==> config.mk <==
export PLATFORM = sky130hd
export DESIGN_NAME = vga_ctrl_param
export DESIGN_NICKNAME = d
export VERILOG_FILES = /design/src/rtl/vga_pkg.sv /design/src/rtl/vga_ctrl_param_test_pattern.sv /design/src/rtl/vga_ctrl_param.sv
export SDC_FILE = /design/constraint.sdc
export NUM_CORES = 1
export LEC_CHECK = 0
export CAP_MARGIN = 0
export CORE_MARGIN = 1.5
export CORE_UTILIZATION = 26
export DETAILED_ROUTE_END_ITERATION = 10
export HOLD_SLACK_MARGIN = 0.05
export PLACE_DENSITY = 0.58
export SLEW_MARGIN = 15
export SYNTH_ARGS = -nofsm -noshare
export SYNTH_HDL_FRONTEND = slang
export SYNTH_SLANG_ARGS = --single-unit
export TNS_END_PERCENT = 30
==> constraint.sdc <==
create_clock -name vga_clk -period 3.07 [get_ports vga_clk]
set_clock_uncertainty 0.2 [all_clocks]
set_input_delay 0.614 -clock vga_clk [delete_from_list [all_inputs] [get_ports vga_clk]]
set_output_delay 0.614 -clock vga_clk [all_outputs]
set_load 0.01 [all_outputs]
==> src/rtl/vga_pkg.sv <==
// Shared 640x480@60 timing defaults, RGB565 colours and the colour-bar table.
package vga_pkg;

    // 640x480@60 timing (pixel clocks / lines)
    localparam int unsigned VGA_H_SYNC  = 96;
    localparam int unsigned VGA_H_BACK  = 48;
    localparam int unsigned VGA_H_VALID = 640;
    localparam int unsigned VGA_H_FRONT = 16;
    localparam int unsigned VGA_V_SYNC  = 2;
    localparam int unsigned VGA_V_BACK  = 33;
    localparam int unsigned VGA_V_VALID = 480;
    localparam int unsigned VGA_V_FRONT = 10;

    // Counter width; both totals must fit in it
    localparam int unsigned CNT_W    = 12;
    localparam int unsigned COLOUR_W = 16;
    localparam int unsigned NUM_BARS = 8;

    // RGB565 colours
    localparam logic [COLOUR_W-1:0] RGB_WHITE   = 16'hFFFF;
    localparam logic [COLOUR_W-1:0] RGB_YELLOW  = 16'hFFE0;
    localparam logic [COLOUR_W-1:0] RGB_CYAN    = 16'h07FF;
    localparam logic [COLOUR_W-1:0] RGB_GREEN   = 16'h07E0;
    localparam logic [COLOUR_W-1:0] RGB_MAGENTA = 16'hF81F;
    localparam logic [COLOUR_W-1:0] RGB_RED     = 16'hF800;
    localparam logic [COLOUR_W-1:0] RGB_BLUE    = 16'h001F;
    localparam logic [COLOUR_W-1:0] RGB_BLACK   = 16'h0000;

    // Bar colours, index 0 = leftmost bar
    localparam logic [NUM_BARS-1:0][COLOUR_W-1:0] BAR_TABLE = {
        RGB_BLACK, RGB_BLUE, RGB_RED, RGB_MAGENTA,
        RGB_GREEN, RGB_CYAN, RGB_YELLOW, RGB_WHITE
    };

endpackage

==> src/rtl/vga_ctrl_param_test_pattern.sv <==
// Eight equal-width vertical colour bars indexed by the de-aligned x coordinate.
module vga_test_pattern
    import vga_pkg::*;
#(
    parameter int unsigned H_VALID = VGA_H_VALID,
    parameter int unsigned XY_W    = 10,
    parameter int unsigned RGB_W   = COLOUR_W
) (
    input  logic [XY_W-1:0]  x,
    output logic [RGB_W-1:0] colour
);

    localparam int unsigned BAR_W = H_VALID / NUM_BARS;

    logic [XY_W-1:0] bar_full;
    logic [2:0]      bar_idx;

    // Bar index from x, saturated so off-screen x never indexes past the table
    always_comb begin
        bar_full = x / XY_W'(BAR_W);
        bar_idx  = 3'd7;
        if (bar_full <= XY_W'(NUM_BARS - 1)) begin
            bar_idx = bar_full[2:0];
        end
        colour = RGB_W'(BAR_TABLE[bar_idx]);
    end

endmodule

==> src/rtl/vga_ctrl_param.sv <==
// Parameterised VGA timing controller: counters, sync/de/request decode, colour mux.
module vga_ctrl_param
    import vga_pkg::*;
#(
    parameter int unsigned H_SYNC   = VGA_H_SYNC,
    parameter int unsigned H_BACK   = VGA_H_BACK,
    parameter int unsigned H_VALID  = VGA_H_VALID,
    parameter int unsigned H_FRONT  = VGA_H_FRONT,
    parameter int unsigned V_SYNC   = VGA_V_SYNC,
    parameter int unsigned V_BACK   = VGA_V_BACK,
    parameter int unsigned V_VALID  = VGA_V_VALID,
    parameter int unsigned V_FRONT  = VGA_V_FRONT,
    parameter int unsigned RGB_W    = COLOUR_W,
    parameter bit          SYNC_POL = 1'b0,
    parameter int unsigned XY_W     = 10
) (
    input  logic             vga_clk,
    input  logic             sys_rst,
    input  logic [RGB_W-1:0] pix_data,
    input  logic             blank,
    input  logic             pattern_en,
    output logic             pix_req,
    output logic [XY_W-1:0]  pix_x,
    output logic [XY_W-1:0]  pix_y,
    output logic             hsync,
    output logic             vsync,
    output logic             de,
    output logic [RGB_W-1:0] rgb,
    output logic             frame_start
);

    localparam int unsigned H_TOTAL = H_SYNC + H_BACK + H_VALID + H_FRONT;
    localparam int unsigned V_TOTAL = V_SYNC + V_BACK + V_VALID + V_FRONT;
    localparam int unsigned HS      = H_SYNC + H_BACK;
    localparam int unsigned VS      = V_SYNC + V_BACK;

    localparam logic [CNT_W-1:0] H_LAST_C = CNT_W'(H_TOTAL - 1);
    localparam logic [CNT_W-1:0] V_LAST_C = CNT_W'(V_TOTAL - 1);
    localparam logic [CNT_W-1:0] H_SYNC_C = CNT_W'(H_SYNC);
    localparam logic [CNT_W-1:0] V_SYNC_C = CNT_W'(V_SYNC);
    localparam logic [CNT_W-1:0] HS_C     = CNT_W'(HS);
    localparam logic [CNT_W-1:0] HE_C     = CNT_W'(HS + H_VALID);
    localparam logic [CNT_W-1:0] REQ_S_C  = CNT_W'(HS - 1);
    localparam logic [CNT_W-1:0] REQ_E_C  = CNT_W'(HS + H_VALID - 1);
    localparam logic [CNT_W-1:0] VS_C     = CNT_W'(VS);
    localparam logic [CNT_W-1:0] VE_C     = CNT_W'(VS + V_VALID);

    // Reject timings the counters or coordinates cannot represent
    generate
        if ((H_VALID % NUM_BARS) != 0) begin : g_bad_hvalid_div
            $error("H_VALID must be divisible by 8");
        end
        if (H_TOTAL > (1 << CNT_W)) begin : g_bad_htotal
            $error("H_TOTAL exceeds 2^12");
        end
        if (V_TOTAL > (1 << CNT_W)) begin : g_bad_vtotal
            $error("V_TOTAL exceeds counter range");
        end
        if (H_VALID > ((1 << XY_W) - 1)) begin : g_bad_hvalid_w
            $error("H_VALID exceeds 2^XY_W-1");
        end
        if (V_VALID > ((1 << XY_W) - 1)) begin : g_bad_vvalid_w
            $error("V_VALID exceeds 2^XY_W-1");
        end
        if (HS < 1) begin : g_bad_hs
            $error("H_SYNC+H_BACK must be at least 1 for the request lead");
        end
    endgenerate

    logic [CNT_W-1:0] h_cnt;
    logic [CNT_W-1:0] v_cnt;
    logic             in_rst;
    logic             pattern_q;
    logic             hs_act;
    logic             vs_act;
    logic             v_win;
    logic [XY_W-1:0]  bar_x;
    logic [RGB_W-1:0] bar_colour;

    // Frame counters; held at 0,0 for one cycle after reset so that cycle shows frame start
    always_ff @(posedge vga_clk) begin
        if (sys_rst) begin
            h_cnt     <= '0;
            v_cnt     <= '0;
            in_rst    <= 1'b1;
            pattern_q <= 1'b0;
        end else begin
            in_rst <= 1'b0;
            if (!in_rst) begin
                if (h_cnt == H_LAST_C) begin
                    h_cnt <= '0;
                    v_cnt <= (v_cnt == V_LAST_C) ? '0 : v_cnt + CNT_W'(1);
                end else begin
                    h_cnt <= h_cnt + CNT_W'(1);
                end
            end
            if (frame_start) begin
                pattern_q <= pattern_en;
            end
        end
    end

    // Timing decode from the registered counters; all inactive while in reset
    always_comb begin
        hs_act      = 1'b0;
        vs_act      = 1'b0;
        v_win       = 1'b0;
        de          = 1'b0;
        pix_req     = 1'b0;
        frame_start = 1'b0;
        if (!in_rst) begin
            hs_act      = (h_cnt < H_SYNC_C);
            vs_act      = (v_cnt < V_SYNC_C);
            v_win       = (v_cnt >= VS_C) && (v_cnt < VE_C);
            de          = v_win && (h_cnt >= HS_C) && (h_cnt < HE_C);
            pix_req     = v_win && (h_cnt >= REQ_S_C) && (h_cnt < REQ_E_C);
            frame_start = (h_cnt == '0) && (v_cnt == '0);
        end
        hsync = SYNC_POL ? hs_act : !hs_act;
        vsync = SYNC_POL ? vs_act : !vs_act;
        pix_x = pix_req ? XY_W'(h_cnt - REQ_S_C) : '1;
        pix_y = pix_req ? XY_W'(v_cnt - VS_C) : '1;
        bar_x = XY_W'(h_cnt - HS_C);
    end

    vga_test_pattern #(
        .H_VALID (H_VALID),
        .XY_W    (XY_W),
        .RGB_W   (RGB_W)
    ) u_pattern (
        .x      (bar_x),
        .colour (bar_colour)
    );

    // Output colour: black outside de or when blanked, else bars or user pixel
    always_comb begin
        rgb = '0;
        if (de && !blank) begin
            rgb = pattern_q ? bar_colour : pix_data;
        end
    end

endmodule

==> qor.csv, run 1 <==
stage,metric,value,unit
final_layout,FF/Latch Area,531,um^2
detailed_routing,via count,2907,
final_layout,area grow syn2layout,58.2,%
pwr,Sw Pwr,0.166,mW
timing,Slew headroom,0.673,
die,core area,0.00937,mm^2
detailed_routing,TritonRoute pass-1 iters,4,
detailed_routing,routed wire length,8670,um
global_route,initial antenna violation count,0,
synth,share of the synthesized area in the top cell type,0.204,
setup_path,Worst Path Max Fanout,7,
timing,final worst slack,-0.169,ns
synth,Post-Syn Nets,380,
timing,Tmin final,3.24,ns
die,Ports,61,
final_layout,"non-filler cells, final",613,
timing,TNS Setup,-1.33,ns
final_layout,multi-input logic area,0.00199,mm^2
timing,Peak Freq,309,MHz
setup_path,reg-to-reg startpoint,h_cnt[0],
setup_path,CP Class,flip-flop to output pin,
worst_hold_path,Hold WC Path Type,flip-flop to flip-flop,
synth,sequential area share after synthesis,0.204,
pwr,P_leak,1.71,nW
setup_path,slowest CP cell,or4_4,
die,overall die area,0.0104,mm^2
clock_tree,H-tree depth,1,
timing,Slew @ Worst Pin,0.487,ns
synth,mean post-synth cell area,7.24,um^2
timing,number of hold violations in the final report,0,
synth,leading register cell type out of synthesis,dfxtp_1,
pwr,PwrDens,183,mW/mm^2
pwr,Gate power share,0.130,
placed_design,Detailed Place HPWL,6480,um
global_route,first-pass GRT wire length,13600,um
synth,Unique masters post-synth,60,
setup_path,Setup crit end kind,output pin,
synth,asr flop ratio synth,0,
pwr,internal power,0.570,mW
setup_path,reg2reg path depth,8,
die,Placement Rows,35,
setup_path,reg-to-reg endpoint,v_cnt[11],
run,# Max-Cap Violations,0,
die,Die Span Y,102,um
synth,most frequent cell after synthesis,nor2_1,
setup_path,flop2flop setup slack,0.64,ns
clock_tree,hold buffers post-CTS,0,
synth,area of the mapped netlist,0.00255,mm^2
timing,final setup vio count,18,
worst_hold_path,Hold Path Origin,h_cnt[1],
worst_hold_path,hold endpoint,h_cnt[1],
global_route,largest net degree at the start of global routing,16,
clock_tree,CTS Buf Count,3,
clock_tree,clock root cell,clkbuf_8,
clock_tree,clock sinks,26,
synth,#FFs+latches synth,26,
outcome,outcome,finished with violations,
setup_path,Critical Path Max Stage Delay,0.44,ns
synth,YS warnings,0,
setup_path,CP cell instances,buf_6 -> or3_4 -> or4_4 -> o221ai_4 -> o41ai_2 -> a211oi_2 -> buf_4 -> buf_6 -> o2bb2ai_2 -> buf_2,
final_layout,"Net count, final",513,
clock_tree,CTS clock-pin slew for the worst setup and hold paths,0.10,ns
final_layout,layout cells sized above 1,0.380,
placed_design,GP Congestion,0.927,
synth,number of synthesized flops with an enable pin,0,
setup_path,most frequent cell on the critical path,buf_6,
setup_path,CP startpoint kind,flip-flop,
timing,unrepaired setup endpoints after global routing,true,
global_route,grt ovf,0,
setup_path,Worst Path Required,2.26,ns
synth,Commonest cells post-synth,"nor2_1, nand2_1, dfxtp_1",
clock_tree,Clock Latency Late Sink,0.28,ns
pwr,VDD IR max,0.209,mV
detailed_routing,per-cell routed wire length,14.1,um
detailed_routing,remaining antenna violation count,0,
setup_path,Crit path arrival time,2.42,ns
timing,final worst-path cycle share,1.05,
clock_tree,CTS tree,yes,
worst_hold_path,worst hold path cell count,2,
detailed_routing,DRT iter0 DRCs,137,
final_layout,Filler cells,986,
synth,synth top area cells,"dfxtp_1, nor2_1, xnor2_1",
pwr,total power,0.736,mW
synth,post-synthesis instance total,352,
pwr,switching portion of total power,0.225,
outcome,failing checks,setup timing,
placed_design,Inst Count DP,594,
synth,largest area contributor in the netlist,dfxtp_1,
global_route,vias in the first global route,2750,
pwr,clock share of power,0.401,
die,Die Width,102,um
detailed_routing,DRC violations left,0,
placed_design,IO buf count,60,
global_route,Total GRT Usage,0.161,
die,Initial Util,0.272,
detailed_routing,drt via density,4.74,
pwr,Flop pwr share,0.469,
clock_tree,clk buf depth,2,
final_layout,ant diodes,0,
timing,final slew viol count,0,
cells in the final DEF (no fill, tap or decap), types with 4 or more instances in the layout:
cell / instances
xor2_1: 13
dlygate4sd2_1: 8
o21ai_1: 4
nand4_1: 6
nor2_1: 57
nand2b_1: 8
nand3_1: 10
and2_1: 5
a21oi_1: 11
o2bb2ai_2: 4
nand2_1: 35
buf_6: 9
clkdlybuf4s50_1: 19
inv_1: 11
a31oi_1: 5
dfxtp_2: 8
ha_1: 5
buf_4: 90
o21ai_0: 5
clkbuf_2: 12
xnor2_1: 23
o31ai_1: 4
buf_2: 17
nor3_1: 19
dfxtp_1: 18
power groups by stage:
stage	Clock (mW)	Combinational (mW)	Sequential, mW
floorplan	0	0.0402	0.354
global placement	0	0.0948	0.353
detailed placement	0	0.0972	0.353
CTS	0.298	0.0969	0.345
global route	0.310	0.104	0.346
finish	0.295	0.0956	0.345
sequential cells by signal, summed over array words and instances, names as in the netlist:
register and count:
h_cnt 12, v_cnt 12, in_rst 1, pattern_q 1
layout make-up:
cell class,count,area share
multi-input cells,282,0.494
inverters,13,0.0121
repair buffers,159,0.305
well taps,129,0.0400
flip-flops and latches,26,0.132
clock inverters,1,0.00745
clock buffers,3,0.0102
cells by family after synthesis:
| group | after synthesis | synth area share |
|---|---|---|
| muxes | 2 | 0.00786 |
| AOI/OAI and AO/OA | 61 | 0.181 |
| adders and majority gates | 9 | 0.0432 |
| xor gates and xnor gates | 37 | 0.127 |
| and+or+nand+nor | 173 | 0.353 |
| buffers and inverters | 44 | 0.0840 |
| DFF | 26 | 0.204 |
worst max path at each step:
stage	startpoint	end	slack [ns]	depth (start not counted)
after floorplan	h_cnt[4]	rgb[0]	0.14	10
after global placement	blank	rgb[3]	-0.22	5
after detailed placement	v_cnt[0]	rgb[3]	-0.31	8
after CTS	h_cnt[4]	rgb[3]	-0.17	9
after global routing	v_cnt[0]	rgb[1]	-0.26	9
final	h_cnt[4]	rgb[1]	-0.17	10
through the flow:
step           cell area, um^2  hold WS (ns)   util  worst slack [ns]
3_3_place_gp              3790         0.339  0.405            -0.222
5_1_grt                   4030         0.442  0.430            -0.257
3_5_place_dp              3790         0.348  0.405            -0.308
4_1_cts                   4000         0.364  0.427            -0.171
6_report                  4030         0.360  0.430            -0.169
2_1_floorplan             2550         0.294      -             0.141
worst max-delay path: cells and delay by family, from the launching register on:
kind | cells | cell delay (ns)
compound gates | 4 | 0.44
buf+inv | 4 | 0.54
flops | 1 | 0.34
simple gates | 2 | 0.82
layer usage:
| metal | global-route usage | vias up | routed length, um | part of all wire |
|---|---|---|---|---|
| met5 | 0 | - | 0 | 0 |
| met4 | 0.0232 | 0 | 116 | 0.013 |
| met3 | 0.0205 | 10 | 286 | 0.033 |
| met2 | 0.293 | 65 | 4470 | 0.52 |
| met1 | 0.207 | 1356 | 3800 | 0.44 |
| li1 | - | 1476 | - | - |
timing repair:
item,in CTS,in global routing
cloned,1,1
pin swaps,10,10
gates resized for setup,127,47
endpoints found under the setup margin,39,40
endpoints found under the hold margin,0,0
buffers inserted,10,5
No activity file was read; power rests on OpenSTA's default activity.
==> inputs of run 2 (changes only) <==
TNS_END_PERCENT = 5   (was 30)
==> run 2 against run 1 <==
The flow still finishes with violations (setup timing). Global-route usage is 0.51 points lower. Setup slack gained 0.083 ns. Non-clock buffer count is 10 lower. Cell area decreased by 0.53%. Largest cell class unchanged.
==> qor.csv, run 2 (synthesized netlist as in run 1, its figures left out) <==
stage,metric,value,unit
clock_tree,CTS tree,yes,
pwr,VDD IR max,0.209,mV
clock_tree,Clock Latency Late Sink,0.27,ns
pwr,Gate power share,0.132,
placed_design,Placement Setup Slack,-0.308,ns
detailed_routing,M1 wire length,3680,um
final_layout,most frequent cells in the layout,"buf_4, nor2_1, nand2_1, xnor2_1, dfxtp_1",
timing,Peak Freq,317,MHz
pwr,P_leak,1.66,nW
final_layout,area grow syn2layout,57.4,%
timing,final slew viol count,0,
setup_path,CP Class,flip-flop to output pin,
die,core area,0.00937,mm^2
global_route,Total GRT Usage,0.156,
global_route,vias in the first global route,2705,
timing,final setup vio count,9,
clock_tree,hold buffers post-CTS,0,
detailed_routing,DRC violations left,0,
outcome,failing checks,setup timing,
pwr,internal power,0.570,mW
clock_tree,clk buf depth,2,
die,Die Span Y,102,um
worst_hold_path,Hold Path Origin,h_cnt[1],
pwr,PwrDens,183,mW/mm^2
timing,Tmin final,3.16,ns
timing,TNS Setup,-0.593,ns
final_layout,"commonest non-fill, non-tap cell in the layout",buf_4,
clock_tree,CTS clock-pin slew for the worst setup and hold paths,0.09,ns
setup_path,CP startpoint,h_cnt[5],
global_route,first-pass GRT wire length,13200,um
detailed_routing,remaining antenna violation count,0,
timing,final worst slack,-0.0862,ns
pwr,Sw Pwr,0.163,mW
detailed_routing,Max Used Layer,met4,
setup_path,Worst Path Required,2.26,ns
detailed_routing,TritonRoute pass-1 iters,4,
setup_path,CP startpoint kind,flip-flop,
setup_path,Setup crit end kind,output pin,
final_layout,"Net count, final",503,
global_route,largest net degree at the start of global routing,16,
detailed_routing,routed wire length,8390,um
pwr,Flop pwr share,0.471,
placed_design,GP Congestion,0.927,
die,Ports,61,
die,Placement Rows,35,
detailed_routing,per-cell routed wire length,13.9,um
global_route,grt ovf,0,
detailed_routing,via count,2876,
detailed_routing,routed wire length on met3,325,um
timing,final worst-path cycle share,1.03,
final_layout,multi-input logic area,0.00199,mm^2
global_route,initial antenna violation count,0,
timing,Slew @ Worst Pin,0.526,ns
final_layout,ant diodes,0,
pwr,switching portion of total power,0.222,
run,# Max-Cap Violations,0,
timing,unrepaired setup endpoints after global routing,true,
detailed_routing,WL met2,4330,um
clock_tree,clock sinks,26,
timing,Slew headroom,0.646,
final_layout,layout cells sized above 1,0.348,
setup_path,Worst Path Max Fanout,9,
die,Die Width,102,um
detailed_routing,DRT iter0 DRCs,105,
placed_design,Detailed Place HPWL,6480,um
final_layout,Filler cells,988,
timing,number of hold violations in the final report,0,
setup_path,Crit path arrival time,2.34,ns
final_layout,FF/Latch Area,528,um^2
outcome,outcome,finished with violations,
clock_tree,H-tree depth,1,
clock_tree,CTS Buf Count,3,
worst_hold_path,Hold WC Path Type,flip-flop to flip-flop,
die,Initial Util,0.272,
clock_tree,clock root cell,clkbuf_8,
pwr,clock share of power,0.398,
final_layout,biggest regs,"h_cnt: 12 flops, v_cnt: 12 flops",
setup_path,reg-to-reg startpoint,h_cnt[0],
detailed_routing,drt via density,4.77,
die,overall die area,0.0104,mm^2
placed_design,IO buf count,60,
-- run 2: cell count changes in the layout (fill, tap and decap cells not counted), sizes merged --
cell           previous run  this run
dlygate4sd2               8         7
clkbuf                   15         9
clkdlybuf4s15             2        16
buf                     116        99
-- run 2: cell type report --
type / instances / share of cell area
repair buffers: 149 / 0.301
inverters: 13 / 0.0122
clock buffers: 3 / 0.0103
multi-input cells: 282 / 0.497
well taps: 129 / 0.0403
flip-flops and latches: 26 / 0.132
clock inverters: 1 / 0.00749
-- run 2: metal layers --
metal  track usage  vias to the layer above
met5             0                        -
met2         0.285                       63
met4        0.0179                        0
met1         0.201                     1352
met3        0.0198                        4
li1              -                     1457
-- run 2: final timing paths --
check | endpoint | slack [ns] | cells after the start
hold / removal | h_cnt[1] | 0.36 | 2
setup / recovery | rgb[4] | -0.09 | 9
setup reg to reg | v_cnt[11] | 0.64 | 8
hold reg to reg | h_cnt[1] | 0.36 | 2
-- run 2: metrics by stage --
stage	utilization	total power [mW]	instances	hold slack, ns	cell area, um^2
6_report	0.428	0.733	603	0.360	4010
5_1_grt	0.428	0.759	603	0.441	4010
4_1_cts	0.421	0.740	603	0.364	3950
3_5_place_dp	0.405	0.450	594	0.348	3790
3_3_place_gp	0.405	0.448	594	0.339	3790
2_1_floorplan	-	0.395	352	0.294	2550
-- run 2: power groups by stage --
stage | logic [mW] | clock network, mW | registers [mW]
after floorplan | 0.0402 | 0 | 0.354
after global placement | 0.0948 | 0 | 0.353
after detailed placement | 0.0972 | 0 | 0.353
after CTS | 0.0964 | 0.298 | 0.345
after global routing | 0.105 | 0.308 | 0.346
final | 0.0964 | 0.292 | 0.345
-- run 2: worst max-delay path, stage by stage (launching register included) --
cell and delay [ns]:
dfxtp_1 0.32, buf_4 0.17, or3_4 0.37, or4_4 0.43, o221ai_2 0.08, o41ai_2 0.09
a211oi_2 0.22, buf_4 0.16, o2bb2ai_1 0.07, clkbuf_2 0.14
-- run 2: timing repair --
item                       in CTS  in global routing
buffers inserted                4                  0
gates cloned                    1                  0
resized for setup             113                 37
pin swaps                       8                 14
setup endpoints to repair      39                 40
